[src/rtl/prescaler_multi.sv]
// Multi-channel phase-accumulator clock prescaler with blink and RX link indicators.
// Everything runs in the osc domain; rst_n is asynchronous, active-low.
module prescaler_multi #(
  parameter int unsigned          NUM_CH      = 2,
  parameter int unsigned          OSCRATE     = 12_000_000,
  parameter logic [NUM_CH*32-1:0] CH_RATES    = {32'd4800, 32'd1_790_000},
  parameter int unsigned          ACCW        = 24,
  parameter int unsigned          BLINK_HZ    = 1,
  parameter int unsigned          LINK_HOLD   = OSCRATE / 20,
  parameter int unsigned          SYNC_STAGES = 2
) (
  input  logic              osc,
  input  logic              rst_n,
  input  logic [NUM_CH-1:0] en,
  input  logic              rx,
  output logic [NUM_CH-1:0] clk_out,
  output logic [NUM_CH-1:0] tick,
  output logic              blink,
  output logic              link
);

  localparam int unsigned BlinkHalf = OSCRATE / (2 * BLINK_HZ);
  localparam int unsigned BlinkW    = (BlinkHalf > 1) ? $clog2(BlinkHalf) : 1;
  localparam logic [BlinkW-1:0] BlinkLast = BlinkW'(BlinkHalf - 1);
  localparam int unsigned LinkW     = (LINK_HOLD > 0) ? $clog2(LINK_HOLD + 1) : 1;
  localparam logic [LinkW-1:0]  LinkLoad  = LinkW'(LINK_HOLD);

  if (NUM_CH < 1 || NUM_CH > 8) begin : g_bad_num_ch
    $error("prescaler_multi: NUM_CH must be in 1..8");
  end
  if (SYNC_STAGES < 2) begin : g_bad_sync
    $error("prescaler_multi: SYNC_STAGES must be at least 2");
  end
  if (BlinkHalf < 1) begin : g_bad_blink
    $error("prescaler_multi: BLINK_HZ too high for OSCRATE");
  end

  // Clock channels
  for (genvar i = 0; i < NUM_CH; i++) begin : g_ch
    localparam longint unsigned Rate = 64'(CH_RATES[32*i +: 32]);
    localparam longint unsigned Inc  =
        (2 * Rate * (64'd1 << ACCW) + 64'(OSCRATE / 2)) / 64'(OSCRATE);
    localparam logic [ACCW:0] IncW = Inc[ACCW:0];

    if (2 * Rate > 64'(OSCRATE)) begin : g_bad_rate
      $error("prescaler_multi: channel rate exceeds OSCRATE/2");
    end

    logic [ACCW-1:0] acc_q, acc_d;
    logic [ACCW:0]   sum;
    logic            clk_q, clk_d;
    logic            tick_q, tick_d;

    // Disable takes priority over a coincident carry: output forced low, no tick.
    always_comb begin
      sum    = {1'b0, acc_q} + IncW;
      acc_d  = '0;
      clk_d  = 1'b0;
      tick_d = 1'b0;
      if (en[i]) begin
        acc_d  = sum[ACCW-1:0];
        clk_d  = clk_q ^ sum[ACCW];
        tick_d = sum[ACCW] & ~clk_q;
      end
    end

    always_ff @(posedge osc or negedge rst_n) begin
      if (!rst_n) begin
        acc_q  <= '0;
        clk_q  <= 1'b0;
        tick_q <= 1'b0;
      end else begin
        acc_q  <= acc_d;
        clk_q  <= clk_d;
        tick_q <= tick_d;
      end
    end

    assign clk_out[i] = clk_q;
    assign tick[i]    = tick_q;
  end

  // Blink
  logic [BlinkW-1:0] blink_cnt_q, blink_cnt_d;
  logic              blink_q, blink_d;

  always_comb begin
    blink_cnt_d = blink_cnt_q + BlinkW'(1);
    blink_d     = blink_q;
    if (blink_cnt_q == BlinkLast) begin
      blink_cnt_d = '0;
      blink_d     = ~blink_q;
    end
  end

  always_ff @(posedge osc or negedge rst_n) begin
    if (!rst_n) begin
      blink_cnt_q <= '0;
      blink_q     <= 1'b0;
    end else begin
      blink_cnt_q <= blink_cnt_d;
      blink_q     <= blink_d;
    end
  end

  assign blink = blink_q;

  // Link: synchronise rx (idle high), detect either edge, hold with a retriggerable counter
  logic [SYNC_STAGES-1:0] sync_q;
  logic                   rx_prev_q;
  logic                   rx_edge;
  logic [LinkW-1:0]       link_cnt_q, link_cnt_d;
  logic                   link_q;

  assign rx_edge = sync_q[SYNC_STAGES-1] ^ rx_prev_q;

  always_comb begin
    link_cnt_d = link_cnt_q;
    if (rx_edge) begin
      link_cnt_d = LinkLoad;
    end else if (link_cnt_q != '0) begin
      link_cnt_d = link_cnt_q - LinkW'(1);
    end
  end

  always_ff @(posedge osc or negedge rst_n) begin
    if (!rst_n) begin
      sync_q     <= '1;
      rx_prev_q  <= 1'b1;
      link_cnt_q <= '0;
      link_q     <= 1'b0;
    end else begin
      sync_q     <= {sync_q[SYNC_STAGES-2:0], rx};
      rx_prev_q  <= sync_q[SYNC_STAGES-1];
      link_cnt_q <= link_cnt_d;
      link_q     <= (link_cnt_q != '0);
    end
  end

  assign link = link_q;

endmodule

[config.mk]
export PLATFORM = sky130hd
export DESIGN_NAME = prescaler_multi
export DESIGN_NICKNAME = d
export VERILOG_FILES = /design/src/rtl/prescaler_multi.sv
export SDC_FILE = /design/constraint.sdc
export NUM_CORES = 1
export LEC_CHECK = 0
export CAP_MARGIN = 25
export CORE_AREA = 4 4 117 96
export CTS_CLUSTER_SIZE = 12
export DETAILED_ROUTE_END_ITERATION = 10
export DIE_AREA = 0 0 121 100
export PLACE_DENSITY_LB_ADDON = 0.05
export SKIP_LAST_GASP = 1
export SYNTH_ARGS = -nofsm -noshare
export SYNTH_HDL_FRONTEND = slang
export SYNTH_SLANG_ARGS = --single-unit
[constraint.sdc]
create_clock -name osc -period 2.3 [get_ports osc]
set_input_delay 0.46 -clock osc [delete_from_list [all_inputs] [get_ports osc]]
set_output_delay 0.46 -clock osc [all_outputs]
set_load 0.005 [all_outputs]
==> results of run 1 <==
## metal layers
layer  global-route usage  vias up  wire, um
li1                     -     1742         -
met1               0.2327     1686      4751
met2               0.2391       37      3774
met3              0.03549        9       229
met4              0.03659        0        71
met5                    0        -         0
## cell type report
class	instances	area [um^2]
fillers	919	4537
flip-flops and latches	99	2481
multi-input cells	360	2316
repair buffers	28	245.2
clock buffers	13	240.2
well taps	140	175.2
clock inverters	3	65.06
inverters	15	56.30
## cells in the final DEF, fill, tap and decap left out, types with 4 or more instances in the layout
cell type / n
sky130_fd_sc_hd__a21oi_1: 15
sky130_fd_sc_hd__a31oi_1: 7
sky130_fd_sc_hd__and2_1: 16
sky130_fd_sc_hd__and3_1: 8
sky130_fd_sc_hd__buf_4: 18
sky130_fd_sc_hd__clkbuf_1: 4
sky130_fd_sc_hd__clkbuf_16: 9
sky130_fd_sc_hd__clkdlybuf4s50_1: 9
sky130_fd_sc_hd__dfrtp_1: 96
sky130_fd_sc_hd__ha_1: 7
sky130_fd_sc_hd__inv_1: 15
sky130_fd_sc_hd__mux2i_1: 4
sky130_fd_sc_hd__nand2_1: 40
sky130_fd_sc_hd__nand2b_1: 9
sky130_fd_sc_hd__nand3_1: 18
sky130_fd_sc_hd__nand4_1: 7
sky130_fd_sc_hd__nor2_1: 51
sky130_fd_sc_hd__nor2b_1: 8
sky130_fd_sc_hd__nor3_1: 10
sky130_fd_sc_hd__nor3_2: 5
sky130_fd_sc_hd__nor4_1: 4
sky130_fd_sc_hd__o2111ai_1: 4
sky130_fd_sc_hd__o211ai_1: 10
sky130_fd_sc_hd__o21ai_0: 21
sky130_fd_sc_hd__or3_1: 13
sky130_fd_sc_hd__xnor2_1: 28
sky130_fd_sc_hd__xor2_1: 35
## path summary, 6_finish.rpt
| check | cells after the start | start | endpoint | slack, ns |
|---|---|---|---|---|
| max in group asynchronous | 2 | rst_n | g_ch[0].acc_q[10] | 1.54 |
| min in group osc | 0 | sync_q[0] | sync_q[1] | 0.36 |
| max reg2reg | 7 | g_ch[0].acc_q[8] | g_ch[0].clk_q | 0.15 |
| min reg2reg | 0 | sync_q[0] | sync_q[1] | 0.36 |
| min | 1 | rst_n | g_ch[1].acc_q[7] | 0.09 |
| max | 7 | g_ch[0].acc_q[8] | g_ch[0].clk_q | 0.15 |
## power groups by stage
stage	sequential, W	combinational, W	clock, W
3_5_place_dp	0.00214	0.000740	0
4_1_cts	0.00212	0.000745	0.00161
3_3_place_gp	0.00214	0.000728	0
2_1_floorplan	0.00210	0.000570	0
5_1_grt	0.00215	0.000833	0.00168
6_report	0.00212	0.000735	0.00156
## registers in the layout, indices dropped and copies added (netlist names)
register     cells
blink            1
sync_q           2
g_ch.acc_q      47
link_cnt_q      20
g_ch.tick_q      2
rx_prev_q        1
g_ch.clk_q       2
blink_cnt_q     23
link             1
## through the flow
stage	worst slack (ns)	hold WS [ns]	cell area, um^2
floorplan	0.2253	0.1644	4931
global placement	0.2105	0.3458	5274
detailed placement	0.1543	0.3472	5274
CTS	0.1415	0.1001	5579
global route	0.02365	0.1264	5579
finish	0.1526	0.09181	5579
## cells by family (layout without fill, tap and decap cells)
| group | after synthesis | in the layout | synth area share |
|---|---|---|---|
| AND/OR/NAND/NOR | 208 | 208 | 0.2258 |
| flip-flops | 99 | 99 | 0.5032 |
| AO/OA/AOI/OAI | 78 | 78 | 0.1061 |
| XOR/XNOR | 63 | 63 | 0.1119 |
| buffers and inverters | 31 | 59 | 0.02715 |
| adder cells (fa/ha/maj) | 7 | 7 | 0.01776 |
| multiplexers | 4 | 4 | 0.008120 |
## worst reg2reg max path, cell delays in order, from the launching register on
cell and delay [ns]:
sky130_fd_sc_hd__dfrtp_1 0.39, sky130_fd_sc_hd__or3_1 0.44, sky130_fd_sc_hd__a2111oi_4 0.36, sky130_fd_sc_hd__a21oi_1 0.19, sky130_fd_sc_hd__nor3_2 0.19, sky130_fd_sc_hd__o21ai_0 0.14, sky130_fd_sc_hd__ha_1 0.28, sky130_fd_sc_hd__nor2b_1 0.10
==> results summary, run 1 <==
The flow ran to the end, and the final reports show no timing, DRC or antenna violations. The count of yosys warnings during synthesis is 0. The post-layout minimum cycle time is 2.147 ns.

The total chip power is 0.004411 W. In this run the static leakage power is 2.387 nW. The count of nets left with antenna violations once routing finished came out at 0. The pre-antenna-repair detailed-routing pass consisted of 5 iterations. The highest achievable clock rate came out at 465.7 MHz. The number of cells in the finished layout apart from fillers is 658. The power dissipated by switching net loads came out at 0.001182 W. The worst IR drop on VDD is 0.4062 mV. The commonest cells after synthesis are sky130_fd_sc_hd__dfrtp_1 (96), sky130_fd_sc_hd__nor2_1 (51), sky130_fd_sc_hd__nand2_1 (40). The clock transition at the registers of the reported paths is 0.07 ns. The number of max-capacitance violations reported came out at 0.

The final-report setup violation count is 0. Port buffering added 10 buffers. The H-tree was split into 3 levels. The core outline area came out at 10120 um^2. The total of flip-flops plus latches after synthesis came out at 99. The number of buffers inserted during clock tree synthesis is 9. The tightest min-delay check is of the in2async type. The post-placement cell count is 642. The post-synthesis net count came out at 502. The portion of synthesized cell area occupied by the leading cell type is 0.4872. The initial cell density of the core is 0.4874.

After routing, the total negative slack on setup checks comes to 0 ns. The combined buffer and inverter count along the critical path is 0. The final layout contains routed wiring with a total length of 8827 um. The post-synthesis average cell area is 10.06 um^2.

The area growth from synthesis to layout is 13.14%. For this run, the leading register cell type out of synthesis is sky130_fd_sc_hd__dfrtp_1. The number of distinct standard cells referenced by the synthesized netlist came out at 53. The kind of capture point of the worst setup path is a flop.

The worst stage delay on the critical path came out at 0.44 ns. The routed via count is 3474. The power share of the sequential group is 0.480. The slew at the pin closest to its max-slew limit came out at 0.5994 ns.

The initial antenna violation count was 0. The post-route core utilization is 0.5515. Traced cell by cell, the critical path runs through or3_1, a2111oi_4, a21oi_1, nor3_2, o21ai_0, ha_1, nor2b_1. For this design, the sink count on the clock tree is 99. The count of flip-flops with a built-in enable after synthesis came out at 0. The sequential area share after synthesis came out at 0.5032.

The post-CTS setup buffer count came out at 0. The aggregate global-route resource usage is 0.1578. The number of global-route vias before repair is 3380.

Of the cells placed in the final design, the portion with a size suffix greater than 1 is 0.09266. Between clock sinks in the finished design, the worst skew comes to 0.008848 ns. Dividing the detail-routed via count by the number of cells gives 5.280. The biggest area contributor in the post-synthesis netlist is sky130_fd_sc_hd__dfrtp_1.

The proportion of total power due to net switching is 0.2680. The TritonCTS clock tree is done. The final number of max-transition violations came to 0. The clock root buffer is sky130_fd_sc_hd__clkbuf_16. The number of ports placed on the die boundary came out at 11. The data required time of the critical path came out at 2.57 ns. The area of the mapped netlist came out at 4931 um^2. Setup repair after global routing left no endpoint under its margin. The fraction of the cycle the final worst path needs is 0.9336. The total power divided by cell area is 790.6 nW/um^2. The horizontal extent of the die came out at 121 um. The proportion of power drawn by the clock network is 0.353. The sum of overflow across all layers after global routing came out at 0.

The number of buffers on the longest clock path is 2. The source-to-sink clock delay at the later pin of the worst-skew pair came out at 0.33 ns. In the synthesized netlist the async set-or-reset flop fraction comes to 1.000.

The quantity of gates resized following cts is 0. On the critical path the largest part of the delay comes from simple AND/OR/NAND/NOR gates. The internal portion of total power came out at 0.003229 W.

The violation count after the first detailed-routing iteration is 208. The die height came out at 100 um. After synthesis, the cell types taking the most area are sky130_fd_sc_hd__dfrtp_1 (49%), sky130_fd_sc_hd__xor2_1 (6.2%), sky130_fd_sc_hd__xnor2_1 (5.0%). The post-layout net count is 525. The relative max-transition margin came out at 0.5968. sky130_fd_sc_hd__dfrtp_1 is the most common cell in the netlist. The count of endpoints failing hold in the final timing report is 0.

The routability congestion estimate from global placement is 0.7964. The number of hold buffers added after cts came out at 0. The maximum fanout encountered on the critical timing path is 4. Data on the critical path arrives at its endpoint at 2.41 ns. The placed wire-length estimate after detailed placement is 6092 um.

The number of remaining DRC errors came out at 0. The die area is 12100 um^2. The count of antenna diodes in the layout came out at 0. The standard-cell row count is 33.

The critical path is of the reg2reg type. The post-synthesis instance total came out at 490. The average routed wire per standard cell is 13.41 um. The maximum number of pins on one net before global-route repair came out at 46. The global-route wire length before repair is 15800 um. STA classifies the critical path startpoint as a flop.

The slowest stage of the critical path belongs to the cell sky130_fd_sc_hd__or3_1. The combinational share of power is 0.167.
(Power assumes the default switching activity.)
==> inputs of run 2 (changes only) <==
GPL_ROUTABILITY_DRIVEN = 0   (was default)
REMOVE_ABC_BUFFERS = 1   (was default)
==> results summary, run 2 (synthesis gave the netlist of run 1 again) <==
The met1 track demand over resource in global routing is 0.2452 (+0.01251). The most frequent standard cell in the layout excluding fill and tap cells is sky130_fd_sc_hd__dfrtp_1. The cell that appears most often on the critical path is sky130_fd_sc_hd__ha_1. The type of the tightest min-delay check is in2async. The endpoint arrival time on the critical path came to 2.36 ns (-0.05 ns).

The post-route core utilization was 0.5521 (+0.0006190). The critical-path cell with the highest stage delay is sky130_fd_sc_hd__dfrtp_1. The post-place setup slack is 0.1045 ns (-0.04983 ns). The maximum number of pins on one net before global-route repair is 38 (-17%). The source-to-sink clock delay at the later pin of the worst-skew pair is 0.34 ns (about the same). The fraction of the cycle the final worst path needs came out at 0.9051 (-0.02854).

The signal on the critical path passes through inv_1, ha_1, and3b_1, o211ai_1, a21oi_2, nor3_2, o21ai_0, ha_1, nor2b_1. The number of levels in the clock H-tree was 3 (unchanged). The placed wire-length estimate after detailed placement came to 6396 um (+5.0%). The worst setup skew after layout was 0.007062 ns (-0.001786 ns).

The combined buffer and inverter count along the critical path is 1 (+1). The number of cells on the critical path came out at 9 (+2). The family with the most delay on the worst path is compound AO/OA/AOI/OAI gates. The top register by number of flip-flops is g_ch.acc_q.

The core outline area is 10120 um^2 (unchanged). The count of endpoints failing hold in the final timing report is 0 (unchanged). The post-layout net count came out at 524 (-0.19%). The layer flagged by global routing as most heavily used is met2. The number of cells in the finished layout apart from fillers came to 657 (-0.15%). The count of antenna diodes in the layout came out at 0 (unchanged). The violation count after the first detailed-routing iteration came out at 192 (-7.7%). The post-layout minimum cycle time came to 2.082 ns (-0.06563 ns). The total length of routed wires is 9065 um (+2.7%). The total power divided by cell area is 795.8 nW/um^2 (+0.67%).

The highest achievable clock rate is 480.4 MHz (+3.2%). The flow ran to the end, and the final reports show no timing, DRC or antenna violations. The sum of overflow across all layers after global routing is 0 (unchanged). The relative max-transition margin came out at 0.6408 (+0.04407). The kind of capture point of the worst setup path is a flop. The global routing usage on met2 is 0.2596 (+0.02050). The number of flip-flops under the largest register name is 47 (unchanged). The number of antenna-violating nets in the routed design was 0 (unchanged).

The post-placement cell count came to 640 (-0.31%). The cell leakage power came to 2.392 nW (+0.21%). The die area is 12100 um^2 (unchanged). The data required time of the critical path came to 2.57 ns (about the same). The number of hold buffers added after cts came out at 0 (unchanged). The number of global-route vias before repair is 3557 (+5.2%). The aggregate global-route resource usage came out at 0.1699 (+0.01211). The maximum fanout encountered on the critical timing path is 4 (unchanged).

The clock transition at the registers of the reported paths is 0.07 ns (about the same). The standard-cell row count was 33 (unchanged). In the layout the commonest cells are sky130_fd_sc_hd__dfrtp_1 (96), sky130_fd_sc_hd__nor2_1 (51), sky130_fd_sc_hd__nand2_1 (40).

The count of input and output buffers came out at 10 (unchanged). The average vias per placed instance came to 5.177 (-2.0%). The sum of negative setup slack is 0 ns (unchanged).

The average routed wire per standard cell is 13.80 um (+2.9%). The clock root buffer is sky130_fd_sc_hd__clkbuf_16. The area overhead of the layout relative to synthesis came out at 13.27%.

The initial antenna violation count came out at 0 (unchanged). The number of buffers on the longest clock path came to 2 (unchanged). The worst IR drop on VDD is 0.5225 mV (+29%). The final-report setup violation count is 0 (unchanged). Setup repair after global routing left no endpoint under its margin.

The critical path class is reg2reg. The global-route wire length before repair was 16700 um (+5.7%). The number of max-capacitance violations reported is 0 (unchanged). The initial cell density of the core is 0.4874 (unchanged).

The number of remaining DRC errors came out at 0 (unchanged). The horizontal extent of the die is 121 um (unchanged). The largest registers in the layout are g_ch.acc_q x47, blink_cnt_q x23, link_cnt_q x20. The count of clock tree sinks came out at 99 (unchanged). The die height was 100 um (unchanged). The met3 usage in global routing is 0.03944 (+0.003944). The final number of max-transition violations is 0 (unchanged). The number of ports placed on the die boundary is 11 (unchanged). The smallest setup slack after layout is 0.2183 ns (+0.06563 ns). The worst stage delay on the critical path came to 0.39 ns (-0.05 ns). The routed via count was 3401 (-2.1%). The number of iterations in the first detailed-routing pass came to 4 (-1). The share of final-layout standard cells stronger than drive strength 1 was 0.1006 (+0.007916). The count of cells along the worst register-to-register path came out at 9 (+2).

The worst setup path is launched from a flop. The number of buffers inserted during clock tree synthesis is 9 (unchanged). TritonCTS built the clock tree. The slew at the pin closest to its max-slew limit was 0.5338 ns (-0.06564 ns).
## run 2: cell count changes in the layout (fill, tap and decap cells not counted)
cell / before / now
sky130_fd_sc_hd__buf_4: 18 / 17
sky130_fd_sc_hd__clkbuf_8: 0 / 1
sky130_fd_sc_hd__bufinv_16: 2 / 1
sky130_fd_sc_hd__clkbuf_1: 4 / 0
sky130_fd_sc_hd__inv_6: 0 / 4
sky130_fd_sc_hd__inv_8: 0 / 1
sky130_fd_sc_hd__clkinv_2: 1 / 0
sky130_fd_sc_hd__a21oi_2: 0 / 1
sky130_fd_sc_hd__a21oi_1: 15 / 14
## run 2: cell type report
type                       count  area, um^2
fill                         904        4531
sequential                    99        2481
multi-input combinational    360        2320
clock buffer                  10       239.0
timing repair buffer          27       237.7
tap                          140       175.2
clock inverter                 6       76.32
inverter                      15       56.30
## run 2: power breakdown
group / switching, W / leakage (nW) / internal, W / total [W]
combinational: 0.000368 / 0.970 / 0.000365 / 0.000733
sequential: 0.000212 / 1.27 / 0.00192 / 0.00213
clock: 0.000688 / 0.156 / 0.000897 / 0.00158
total: 0.00127 / 2.39 / 0.00318 / 0.00445
## run 2: metrics by stage
stage	hold slack (ns)	instance area [um^2]	total power (W)
final	0.07866	5585	0.004445
after global routing	0.1120	5585	0.004711
after CTS	0.08991	5574	0.004497
after detailed placement	0.3478	5259	0.002890
after global placement	0.3535	5259	0.002880
after floorplan	0.1644	4853	0.002644
## run 2: path summary, 6_finish.rpt
| kind | startpoint | slack [ns] | end |
|---|---|---|---|
| min in group osc | sync_q[0] | 0.36 | sync_q[1] |
| hold reg to reg | sync_q[0] | 0.36 | sync_q[1] |
| setup reg to reg | g_ch[0].acc_q[0] | 0.22 | g_ch[0].clk_q |
| setup / recovery | g_ch[0].acc_q[0] | 0.22 | g_ch[0].clk_q |
| max in group asynchronous | rst_n | 1.52 | g_ch[0].acc_q[5] |
| hold / removal | rst_n | 0.08 | g_ch[1].tick_q |
## run 2: routing by layer
metal / share of wire / up-vias
met5: 0 / -
met4: 0.011 / 0
met3: 0.022 / 10
met2: 0.43 / 24
met1: 0.54 / 1620
li1: - / 1747
## run 2: repair_timing
| action | CTS | global route |
|---|---|---|
| resized for setup | 0 | 1 |
| endpoints found under the setup margin | 0 | 2 |
| setup buffers | 0 | 1 |
